`src/rtl/rt_pipe_pkg.sv`:
```
// Shared types and widths for the write-back tag pipeline that feeds
// decode-stage forwarding and hazard detection.
package rt_pipe_pkg;

    localparam int unsigned S_AW = 5;
    localparam int unsigned V_AW = 4;

    typedef struct packed {
        logic            valid;
        logic            s_we;
        logic [S_AW-1:0] s_addr;
        logic            v_we;
        logic [V_AW-1:0] v_addr;
        logic            mem_read;
        logic            v_reduce;
    } wb_tag_t;

    localparam wb_tag_t WB_TAG_BUBBLE = '0;

    localparam logic [S_AW-1:0] S_NULL = 5'd0;
    localparam logic [V_AW-1:0] V_NULL = 4'd0;

endpackage

```
`src/rtl/wb_tag_stage.sv`:
```
// One pipeline register of write-back tags. Hold beats bubble, and bubble
// beats load.
module wb_tag_stage
    import rt_pipe_pkg::*;
(
    input  logic    clk,
    input  logic    rst_n,
    input  logic    hold,
    input  logic    bubble,
    input  wb_tag_t tag_in,
    output wb_tag_t tag_out
);

    wb_tag_t tag_q;
    wb_tag_t tag_d;

    always_comb begin
        tag_d = tag_q;
        if (hold) begin
            tag_d = tag_q;
        end else if (bubble) begin
            tag_d = WB_TAG_BUBBLE;
        end else begin
            tag_d = tag_in;
        end
    end

    always_ff @(posedge clk or negedge rst_n) begin
        if (!rst_n) begin
            tag_q <= WB_TAG_BUBBLE;
        end else begin
            tag_q <= tag_d;
        end
    end

    assign tag_out = tag_q;

endmodule

```
`src/rtl/wb_tag_pipe.sv`:
```
// Carries write-back tags through DE/EX, EX/MEM and MEM/WB. It applies the
// hold/flush/stall priority, gates the outputs with valid, and counts stalls.
module wb_tag_pipe
    import rt_pipe_pkg::*;
#(
    parameter int unsigned CNT_W = 16
) (
    input  logic            clk,
    input  logic            rst_n,
    input  logic            DE_valid,
    input  logic            DE_S_we,
    input  logic [S_AW-1:0] DE_Swb_address,
    input  logic            DE_V_we,
    input  logic [V_AW-1:0] DE_Vwb_address,
    input  logic            DE_MEM_read,
    input  logic            DE_V_reduce,
    input  logic            DE_stall,
    input  logic            pipe_hold,
    input  logic            flush,
    output logic [S_AW-1:0] DE_EX_Swb_address,
    output logic [V_AW-1:0] DE_EX_Vwb_address,
    output logic            DE_EX_MEM_read,
    output logic            DE_EX_V_reduce,
    output logic [S_AW-1:0] EX_MEM_Swb_address,
    output logic [V_AW-1:0] EX_MEM_Vwb_address,
    output logic [S_AW-1:0] MEM_WB_Swb_address,
    output logic [V_AW-1:0] MEM_WB_Vwb_address,
    output logic            MEM_WB_S_we,
    output logic            MEM_WB_V_we,
    output logic [CNT_W-1:0] stall_count
);

    wb_tag_t de_tag;
    wb_tag_t de_ex;
    wb_tag_t ex_mem;
    wb_tag_t mem_wb;
    logic    de_ex_bubble;
    logic    ex_mem_bubble;

    logic [CNT_W-1:0] cnt_q;
    logic [CNT_W-1:0] cnt_d;

    always_comb begin
        de_tag          = WB_TAG_BUBBLE;
        de_tag.valid    = 1'b1;
        de_tag.s_we     = DE_S_we;
        de_tag.s_addr   = DE_Swb_address;
        de_tag.v_we     = DE_V_we;
        de_tag.v_addr   = DE_Vwb_address;
        de_tag.mem_read = DE_MEM_read;
        de_tag.v_reduce = DE_V_reduce;
        // A flush kills both younger stages; a stall or an empty decode
        // slot inserts a bubble only at the head.
        de_ex_bubble    = flush | ~DE_valid | DE_stall;
        ex_mem_bubble   = flush;
    end

    wb_tag_stage u_de_ex (
        .clk     (clk),
        .rst_n   (rst_n),
        .hold    (pipe_hold),
        .bubble  (de_ex_bubble),
        .tag_in  (de_tag),
        .tag_out (de_ex)
    );

    wb_tag_stage u_ex_mem (
        .clk     (clk),
        .rst_n   (rst_n),
        .hold    (pipe_hold),
        .bubble  (ex_mem_bubble),
        .tag_in  (de_ex),
        .tag_out (ex_mem)
    );

    wb_tag_stage u_mem_wb (
        .clk     (clk),
        .rst_n   (rst_n),
        .hold    (pipe_hold),
        .bubble  (1'b0),
        .tag_in  (ex_mem),
        .tag_out (mem_wb)
    );

    // The stall counter saturates; flush and hold cycles are not counted.
    always_comb begin
        cnt_d = cnt_q;
        if (!pipe_hold && !flush && DE_valid && DE_stall && (cnt_q != '1)) begin
            cnt_d = cnt_q + CNT_W'(1);
        end
    end

    always_ff @(posedge clk or negedge rst_n) begin
        if (!rst_n) begin
            cnt_q <= '0;
        end else begin
            cnt_q <= cnt_d;
        end
    end

    always_comb begin
        DE_EX_Swb_address  = (de_ex.valid  && de_ex.s_we)  ? de_ex.s_addr  : S_NULL;
        DE_EX_Vwb_address  = (de_ex.valid  && de_ex.v_we)  ? de_ex.v_addr  : V_NULL;
        DE_EX_MEM_read     = de_ex.valid & de_ex.mem_read;
        DE_EX_V_reduce     = de_ex.valid & de_ex.v_reduce;
        EX_MEM_Swb_address = (ex_mem.valid && ex_mem.s_we) ? ex_mem.s_addr : S_NULL;
        EX_MEM_Vwb_address = (ex_mem.valid && ex_mem.v_we) ? ex_mem.v_addr : V_NULL;
        MEM_WB_Swb_address = (mem_wb.valid && mem_wb.s_we) ? mem_wb.s_addr : S_NULL;
        MEM_WB_Vwb_address = (mem_wb.valid && mem_wb.v_we) ? mem_wb.v_addr : V_NULL;
        MEM_WB_S_we        = mem_wb.valid & mem_wb.s_we;
        MEM_WB_V_we        = mem_wb.valid & mem_wb.v_we;
    end

    assign stall_count = cnt_q;

    // The load and reduce flags are consumed only in the DE/EX stage.
    logic unused_tag_bits;
    assign unused_tag_bits = ^{ex_mem.mem_read, ex_mem.v_reduce,
                               mem_wb.mem_read, mem_wb.v_reduce};

endmodule

```
`config.mk`:
```
export PLATFORM = sky130hd
export DESIGN_NAME = wb_tag_pipe
export DESIGN_NICKNAME = d
export VERILOG_FILES = /design/src/rtl/rt_pipe_pkg.sv /design/src/rtl/wb_tag_stage.sv /design/src/rtl/wb_tag_pipe.sv
export SDC_FILE = /design/constraint.sdc
export NUM_CORES = 1
export LEC_CHECK = 0
export BUFFER_PORTS_ARGS = -buffer_cell sky130_fd_sc_hd__buf_2
export CAP_MARGIN = 20
export CORE_ASPECT_RATIO = 0.7
export CORE_MARGIN = 1.5
export CORE_UTILIZATION = 30
export DETAILED_ROUTE_END_ITERATION = 12
export PLACE_DENSITY = 0.56
export SYNTH_ARGS = -nofsm -noshare
export SYNTH_HDL_FRONTEND = slang
export SYNTH_SLANG_ARGS = --single-unit
```
`constraint.sdc`:
```
create_clock -name clk -period 3.49 [get_ports clk]
set_input_delay 0.698 -clock clk [delete_from_list [all_inputs] [get_ports clk]]
set_output_delay 0.698 -clock clk [all_outputs]
set_load 0.005 [all_outputs]
```
Yosys cells after proc, flatten, opt, wreduce, memory -nomap -nowiden
Index checks and enable logic that the tools add are counted.
Storage, ports and cells
  register bits after elaboration: 54
  bits of input ports: 19
  output and inout port bits: 47
  logic and storage cells: 47
Operators by class
  equal/unequal tests: 1
  bitwise operators: 7
  add/sub/neg operators: 1
  reduce and logical (&&, ||, !) cells: 12
  multiplexer cells: 8
Operator list (number)
  14-bit two-way mux: 2
  16-bit by 1-bit adder with 16-bit output (second input constant): 1
  16-bit inequality test (second input constant): 1
  5-bit two-way mux: 3
  4-bit two-way mux: 3
  1-bit logical AND: 10
  1-bit bitwise AND: 4
  1-bit zero test: 2
  1-bit OR: 2
  1-bit NOT: 1

Logic depth before layout (Yosys ltp)
Gate-level depths: netlist of the first run.
  depth in word-level cells: 5
  mapped depth: 6
  depth with buffers taken out: 5

Cells and area by module
Synthesis of the first run repeated with hierarchy kept, for this count alone.
Second synthesis, totals
  cells, all modules: 289
  area total of the unflattened synthesis: 2900.3 um^2
By module, submodules not included
  wb_tag_stage: times used 3, area each 613.1 um^2, cells an instance 59, seq. area each 350.3 um^2
  wb_tag_pipe: times used 1, area each 1061.0 um^2, cells an instance 112, seq. area each 400.4 um^2

Worst setup path after synthesis of the first run
OpenSTA, ideal clock, no wires.
  path kind: input to register
  start: in pipe_hold
  end: reg cnt_q[12], in the netlist stall_count[12]
  data required time: 3365 ps
  path slack: 1444 ps
  path buffers: 1
  arrival time: 1921 ps
  cell stages on the path: 5
  path through: clkbuf_1 nand4bb_1 or3_1 nor2_1 mux2_2
On the way
  word-level cells in the longest chain between the ends: 5
Ends and longest elaborated chain
  start: declaration: line wb_tag_pipe.sv:18  | input logic pipe_hold,
  1-bit zero test: line wb_tag_pipe.sv:88  | if (!pipe_hold && !flush && DE_valid && DE_stall && (cnt_q != '1)) begin
  1-bit logical AND (4 in a row): line wb_tag_pipe.sv:88
  end signal: assignment: line wb_tag_pipe.sv:97  | cnt_q <= cnt_d;
  end: declaration: line wb_tag_pipe.sv:40  | logic [CNT_W-1:0] cnt_q;
No other way between the ends.
A chain may end at the register's enable or synchronous reset.

Worst setup path after layout of the first run
  start: in flush
  end: reg cnt_q[12], in the netlist stall_count[12]
On the way
  word-level cells in the longest chain between the ends: 5
Ends and longest elaborated chain
  start: declaration: line wb_tag_pipe.sv:19  | input logic flush,
  1-bit zero test: line wb_tag_pipe.sv:88
  1-bit logical AND (4 in a row): line wb_tag_pipe.sv:88
No other way between the ends.

==> impl_metrics.tcl, run 1 <==
set metrics [dict create \
    ant_nets 0 \
    clock-skew-final_ns 0.00393 \
    numPortBuffers 65 \
    gp_congestion 0.820 \
    synthCells 214 \
    dieHeight_microns 78.4 \
    cts-resized-gates 0 \
    ys_types 27 \
    crit_arrival_ns 2.16 \
    setup_violations 0 \
    synth-seq-cells 54 \
    synth-seq-area-share 0.555 \
    hpwl_microns 3940 \
    initial_core_util 0.309 \
    grt_pass1_vias 1651 \
    maxSlewViolCount 0 \
    postCtsHoldBufs 0 \
    cts_setup_buffers 0 \
    hold_violations 0 \
    area_growth_pct 24.0 \
    clk_pin_slew_ns 0.07 \
    max_cap_violations 0 \
    num_rows 27 \
    drive_gt1_frac 0.356 \
    grt_usage 0.130 \
    cp.required_ns 3.66 \
    cts_tree "built" \
    crit_slowest_cell "or3_1" \
    wl_per_cell_microns 14.2 \
    num_vias 1786 \
    die_area_sq_mm 0.00867 \
    drc_errors 0 \
    status "completed" \
    syn_nets 234 \
    ios 66 \
    synth_top_area_share 0.555 \
    slew_headroom 0.595 \
    irDropWorstVdd_v 0.000201 \
    finalCriticalPeriod_ns 1.99 \
    crit_fanout 14 \
    final_nets 298 \
    grt_pass1_wl_microns 9080 \
    cts_max_path_buffers 2 \
    antenna_cells 0 \
    cts.sinks 54 \
    overflow 0 \
    routed_wl_microns 5370 \
    drt-initial-drc-count 80 \
    first_pass_iters 4 \
    cts-htree-levels 2 \
    synth_top_area_cell "dfrtp_1" \
    critPathKind "in -> reg" \
    final_util 0.383 \
    hp-class "in -> async" \
    static-leakage-power_nw 1.64 \
    start_kind "input pin" \
    p_per_area_mw_per_mm2 426 \
    core-area_sq_mm 0.00787 \
    synth_area_leaders "dfrtp_1 (56%), and3_1 (6.9%), mux2_2 (6.5%)" \
    worst_slew_pin_slew_ns 0.608 \
    die_w_microns 111 \
    slowest_delay_ns 0.46 \
    synth_area_sq_mm 0.00243 \
    antenna_found_initial 0 \
    crit_path_cell_trace "buf_2 > nand4bb_1 > buf_4 > or3_1 > nor2_1 > mux2_2" \
    max_freq_mhz 502 \
    clkLatencyLatePin_ns 0.28 \
    cts-root-buf "clkbuf_16" \
    avgSynthCellArea_sq_um 11.4 \
    period_share 0.571 \
    end_kind "flip-flop" \
    fin_tns_setup_ns 0 \
    yosys_warnings 0 \
    viasPerCell 4.71 \
    cts_buffers 5 \
    rsz0062_at_grt "false" \
    grt_max_degree 52 \
]
[cell families (layout without fill, tap and decap cells)]
family,Yosys count,count (layout),share of synthesized area
AND/OR/NAND/NOR,91,91,0.228
flip-flops,54,54,0.555
AO/OA/AOI/OAI,28,28,0.0787
multiplexers,14,14,0.0648
XOR/XNOR,13,13,0.0468
buffers and inverters,13,77,0.0216
adder cells (fa/ha/maj),1,1,0.00514
[synthesized netlist by cell type]
master and number:
and3_1 27, or4_4 1, nand4_1 5, nor4_4 1
nand2_1 18, a22o_1 13, nand3_1 3, a21o_1 1
nor3b_1 1, ha_1 1, and2_1 4, nor4_2 2
nor3_1 5, nand3_2 1, nor4b_1 2, or3_1 1
clkbuf_1 10, nand2b_1 12, mux2_2 14, nor4_1 3
buf_2 3, o21ai_0 14, nor2_1 3, xor2_1 13
dfrtp_1 54, nand4bb_1 1, or2_2 1
[registers in the layout, indices dropped and copies added, names as in the netlist]
register / count
stall_count: 16
u_de_ex.tag_out: 14
u_ex_mem.tag_out: 12
u_mem_wb.tag_out: 12
[per-stage QoR]
| stage | hold slack [ns] | worst slack [ns] | cell area [sq um] | power [mW] | instances |
|---|---|---|---|---|---|
| final | 0.422 | 1.50 | 3020 | 1.29 | 379 |
| after global placement | 0.486 | 1.23 | 2880 | 0.837 | 372 |
| after floorplan | 0.402 | 1.44 | 2430 | 0.770 | 214 |
| after detailed placement | 0.489 | 1.21 | 2880 | 0.841 | 372 |
| after global routing | 0.479 | 1.45 | 3020 | 1.35 | 379 |
| after CTS | 0.449 | 1.51 | 3020 | 1.31 | 379 |
[power by group]
group / internal (mW) / switching, mW / total (mW)
Clock: 0.259 / 0.200 / 0.459
Combinational: 0.0584 / 0.0581 / 0.116
Sequential: 0.663 / 0.0474 / 0.711
[area by class of cell]
type / instances / area [sq um]
Sequential cell: 54 / 1350
Fill cell: 781 / 4850
Multi-Input combinational cell: 147 / 1040
Tap cell: 101 / 126
Clock inverter: 2 / 10.0
Timing Repair Buffer: 70 / 363
Clock buffer: 5 / 125
[final timing paths]
| path | startpoint | to | slack (ns) | depth (start not counted) |
|---|---|---|---|---|
| worst max-delay path | flush | stall_count[12]$_DFFE_PN0P_ | 1.50 | 6 |
| worst min-delay path | rst_n | stall_count[11]$_DFFE_PN0P_ | 0.42 | 1 |
| worst max register to register | stall_count[0]$_DFFE_PN0P_ | stall_count[12]$_DFFE_PN0P_ | 1.64 | 5 |
| worst min register to register | stall_count[15]$_DFFE_PN0P_ | stall_count[15]$_DFFE_PN0P_ | 0.49 | 1 |
| max in group asynchronous | rst_n | u_de_ex.tag_out[7]$_DFFE_PN0N_ | 2.30 | 2 |
| min in group clk | stall_count[15]$_DFFE_PN0P_ | stall_count[15]$_DFFE_PN0P_ | 0.49 | 1 |
[worst max-delay path: cells and delay by family]
| kind | cells | cell delay, ns |
|---|---|---|
| simple gates | 3 | 0.78 |
| buf+inv | 2 | 0.35 |
| mux | 1 | 0.34 |
[routing by layer]
layer / share of wire / routed length (microns) / global-route usage
met5: 0 / 0 / 0
met4: 0.0067 / 36 / 0.0269
met3: 0.042 / 228 / 0.0293
met2: 0.39 / 2110 / 0.171
met1: 0.56 / 2990 / 0.211
[cell usage in the layout, fill, tap and decap left out, types with 2 or more instances in the layout]
master / count
mux2_2: 14
nor3_1: 5
nor4_1: 2
o21ai_0: 14
nand2_1: 18
nand4_1: 5
clkbuf_16: 5
nor2_1: 3
nand3_1: 3
a22o_1: 13
buf_2: 65
nor4_2: 3
clkinv_2: 2
and2_1: 4
xor2_1: 13
and3_1: 27
nand2b_1: 12
dfrtp_1: 54
buf_4: 5
Note: power is estimated with default switching activity, not from simulation.
==> inputs of run 2 (changes only) <==
==> constraint.sdc (replaced) <==
create_clock -name clk -period 2.05 [get_ports clk]
set_input_delay 0.41 -clock clk [delete_from_list [all_inputs] [get_ports clk]]
set_output_delay 0.41 -clock clk [all_outputs]
set_load 0.005 [all_outputs]
==> impl_metrics.tcl, run 2 (synthesis gave the netlist of run 1 again) <==
set metrics [dict create \
    status "completed" \
    grt_pass1_vias 1704 \
    area_growth_pct 25.0 \
    crit_arrival_ns 1.98 \
    max_cap_violations 0 \
    crit_family "simple AND/OR/NAND/NOR gates" \
    r2r_end "stall_count[12]$_DFFE_PN0P_" \
    postCtsHoldBufs 0 \
    irDropWorstVdd_v 0.000328 \
    drt-initial-drc-count 94 \
    dp.cells 372 \
    reg2reg_slack_ns 0.25 \
    crit_path_cell_trace "ha_1 > nand4_1 > or3_1 > nor2_1 > mux2_2" \
    final_util 0.387 \
    numPortBuffers 65 \
    hold_violations 0 \
    p_per_area_mw_per_mm2 742 \
    die_w_microns 111 \
    largest_register_ffs 16 \
    grt_max_degree 55 \
    antenna_cells 0 \
    cts.sinks 54 \
    cts-root-buf "clkbuf_16" \
    core-area_sq_mm 0.00787 \
    cts_buffers 5 \
    final_common_cell "buf_2" \
    fin_cells 380 \
    worst_slew_pin_slew_ns 0.538 \
    num_rows 27 \
    rr_worst_depth 5 \
    wl_per_cell_microns 14.7 \
    grt_usage 0.133 \
    clock-skew-final_ns 0.00415 \
    cts_setup_buffers 0 \
    setup_violations 0 \
    num_vias 1776 \
    cp.required_ns 2.23 \
    die_area_sq_mm 0.00867 \
    crit_fanout 5 \
    viasPerCell 4.67 \
    layout_common_cells "buf_2 (65), dfrtp_1 (54), and3_1 (27)" \
    hp-class "in -> async" \
    slew_headroom 0.641 \
    rsz0062_at_grt "false" \
    final_area_sq_mm 0.00304 \
    final_nets 298 \
    drive_gt1_frac 0.355 \
    max_freq_mhz 555 \
    fin_tns_setup_ns 0 \
    period_share 0.878 \
    ant_nets 0 \
    crit_slowest_cell "or3_1" \
    first_pass_iters 4 \
    maxSlewViolCount 0 \
    routed_wl_microns 5580 \
    critPathKind "reg -> reg" \
    cts_max_path_buffers 2 \
    gp_congestion 0.838 \
    slowest_delay_ns 0.43 \
    ios 66 \
    overflow 0 \
    cts_tree "built" \
    clk_pin_slew_ns 0.07 \
    finalCriticalPeriod_ns 1.80 \
    fin_hold_ws_ns 0.0990 \
    start_kind "flip-flop" \
    antenna_found_initial 0 \
    clkLatencyLatePin_ns 0.29 \
    initial_core_util 0.309 \
    r2r-start "stall_count[0]$_DFFE_PN0P_" \
    path_buf_inv 0 \
    end_kind "flip-flop" \
    placed_cell_area_sq_mm 0.00290 \
    grt_pass1_wl_microns 9200 \
    hpwl_microns 3900 \
    cts-resized-gates 0 \
    static-leakage-power_nw 1.65 \
    dieHeight_microns 78.4 \
    drc_errors 0 \
    cts-htree-levels 2 \
]
[run 2: worst max path at each step]
stage / start / end / slack, ns / depth (start not counted)
after CTS: stall_count[0]$_DFFE_PN0P_ / stall_count[12]$_DFFE_PN0P_ / 0.25 / 5
after floorplan: pipe_hold / stall_count[12]$_DFFE_PN0P_ / 0.29 / 5
after detailed placement: flush / stall_count[12]$_DFFE_PN0P_ / 0.22 / 5
after global placement: flush / stall_count[12]$_DFFE_PN0P_ / 0.24 / 5
after global routing: stall_count[0]$_DFFE_PN0P_ / stall_count[12]$_DFFE_PN0P_ / 0.11 / 5
final: stall_count[0]$_DFFE_PN0P_ / stall_count[12]$_DFFE_PN0P_ / 0.25 / 5
[run 2: per-layer routing]
metal	vias up	wire, microns	global-route usage
met5	-	0	0
met4	0	46	0.0385
met3	5	240	0.0340
met2	45	2160	0.172
met1	828	3140	0.211
li1	898	-	-
[run 2: metrics by stage]
| stage | power (mW) | setup slack, ns |
|---|---|---|
| 2_1_floorplan | 1.31 | 0.292 |
| 3_3_place_gp | 1.43 | 0.244 |
| 3_5_place_dp | 1.43 | 0.225 |
| 4_1_cts | 2.30 | 0.254 |
| 5_1_grt | 2.38 | 0.113 |
| 6_report | 2.26 | 0.250 |
[run 2: final cells by class]
type                            instances  area [sq um]
Clock buffer                            7           143
Clock inverter                          1          5.00
Fill cell                             810          4830
Multi-Input combinational cell        147          1040
Sequential cell                        54          1350
Tap cell                              101           126
Timing Repair Buffer                   70           375
[run 2: power breakdown]
part / switching, mW / internal [mW] / total, mW
Clock: 0.364 / 0.485 / 0.849
Combinational: 0.102 / 0.102 / 0.204
Sequential: 0.0758 / 1.13 / 1.20
Total: 0.541 / 1.72 / 2.26
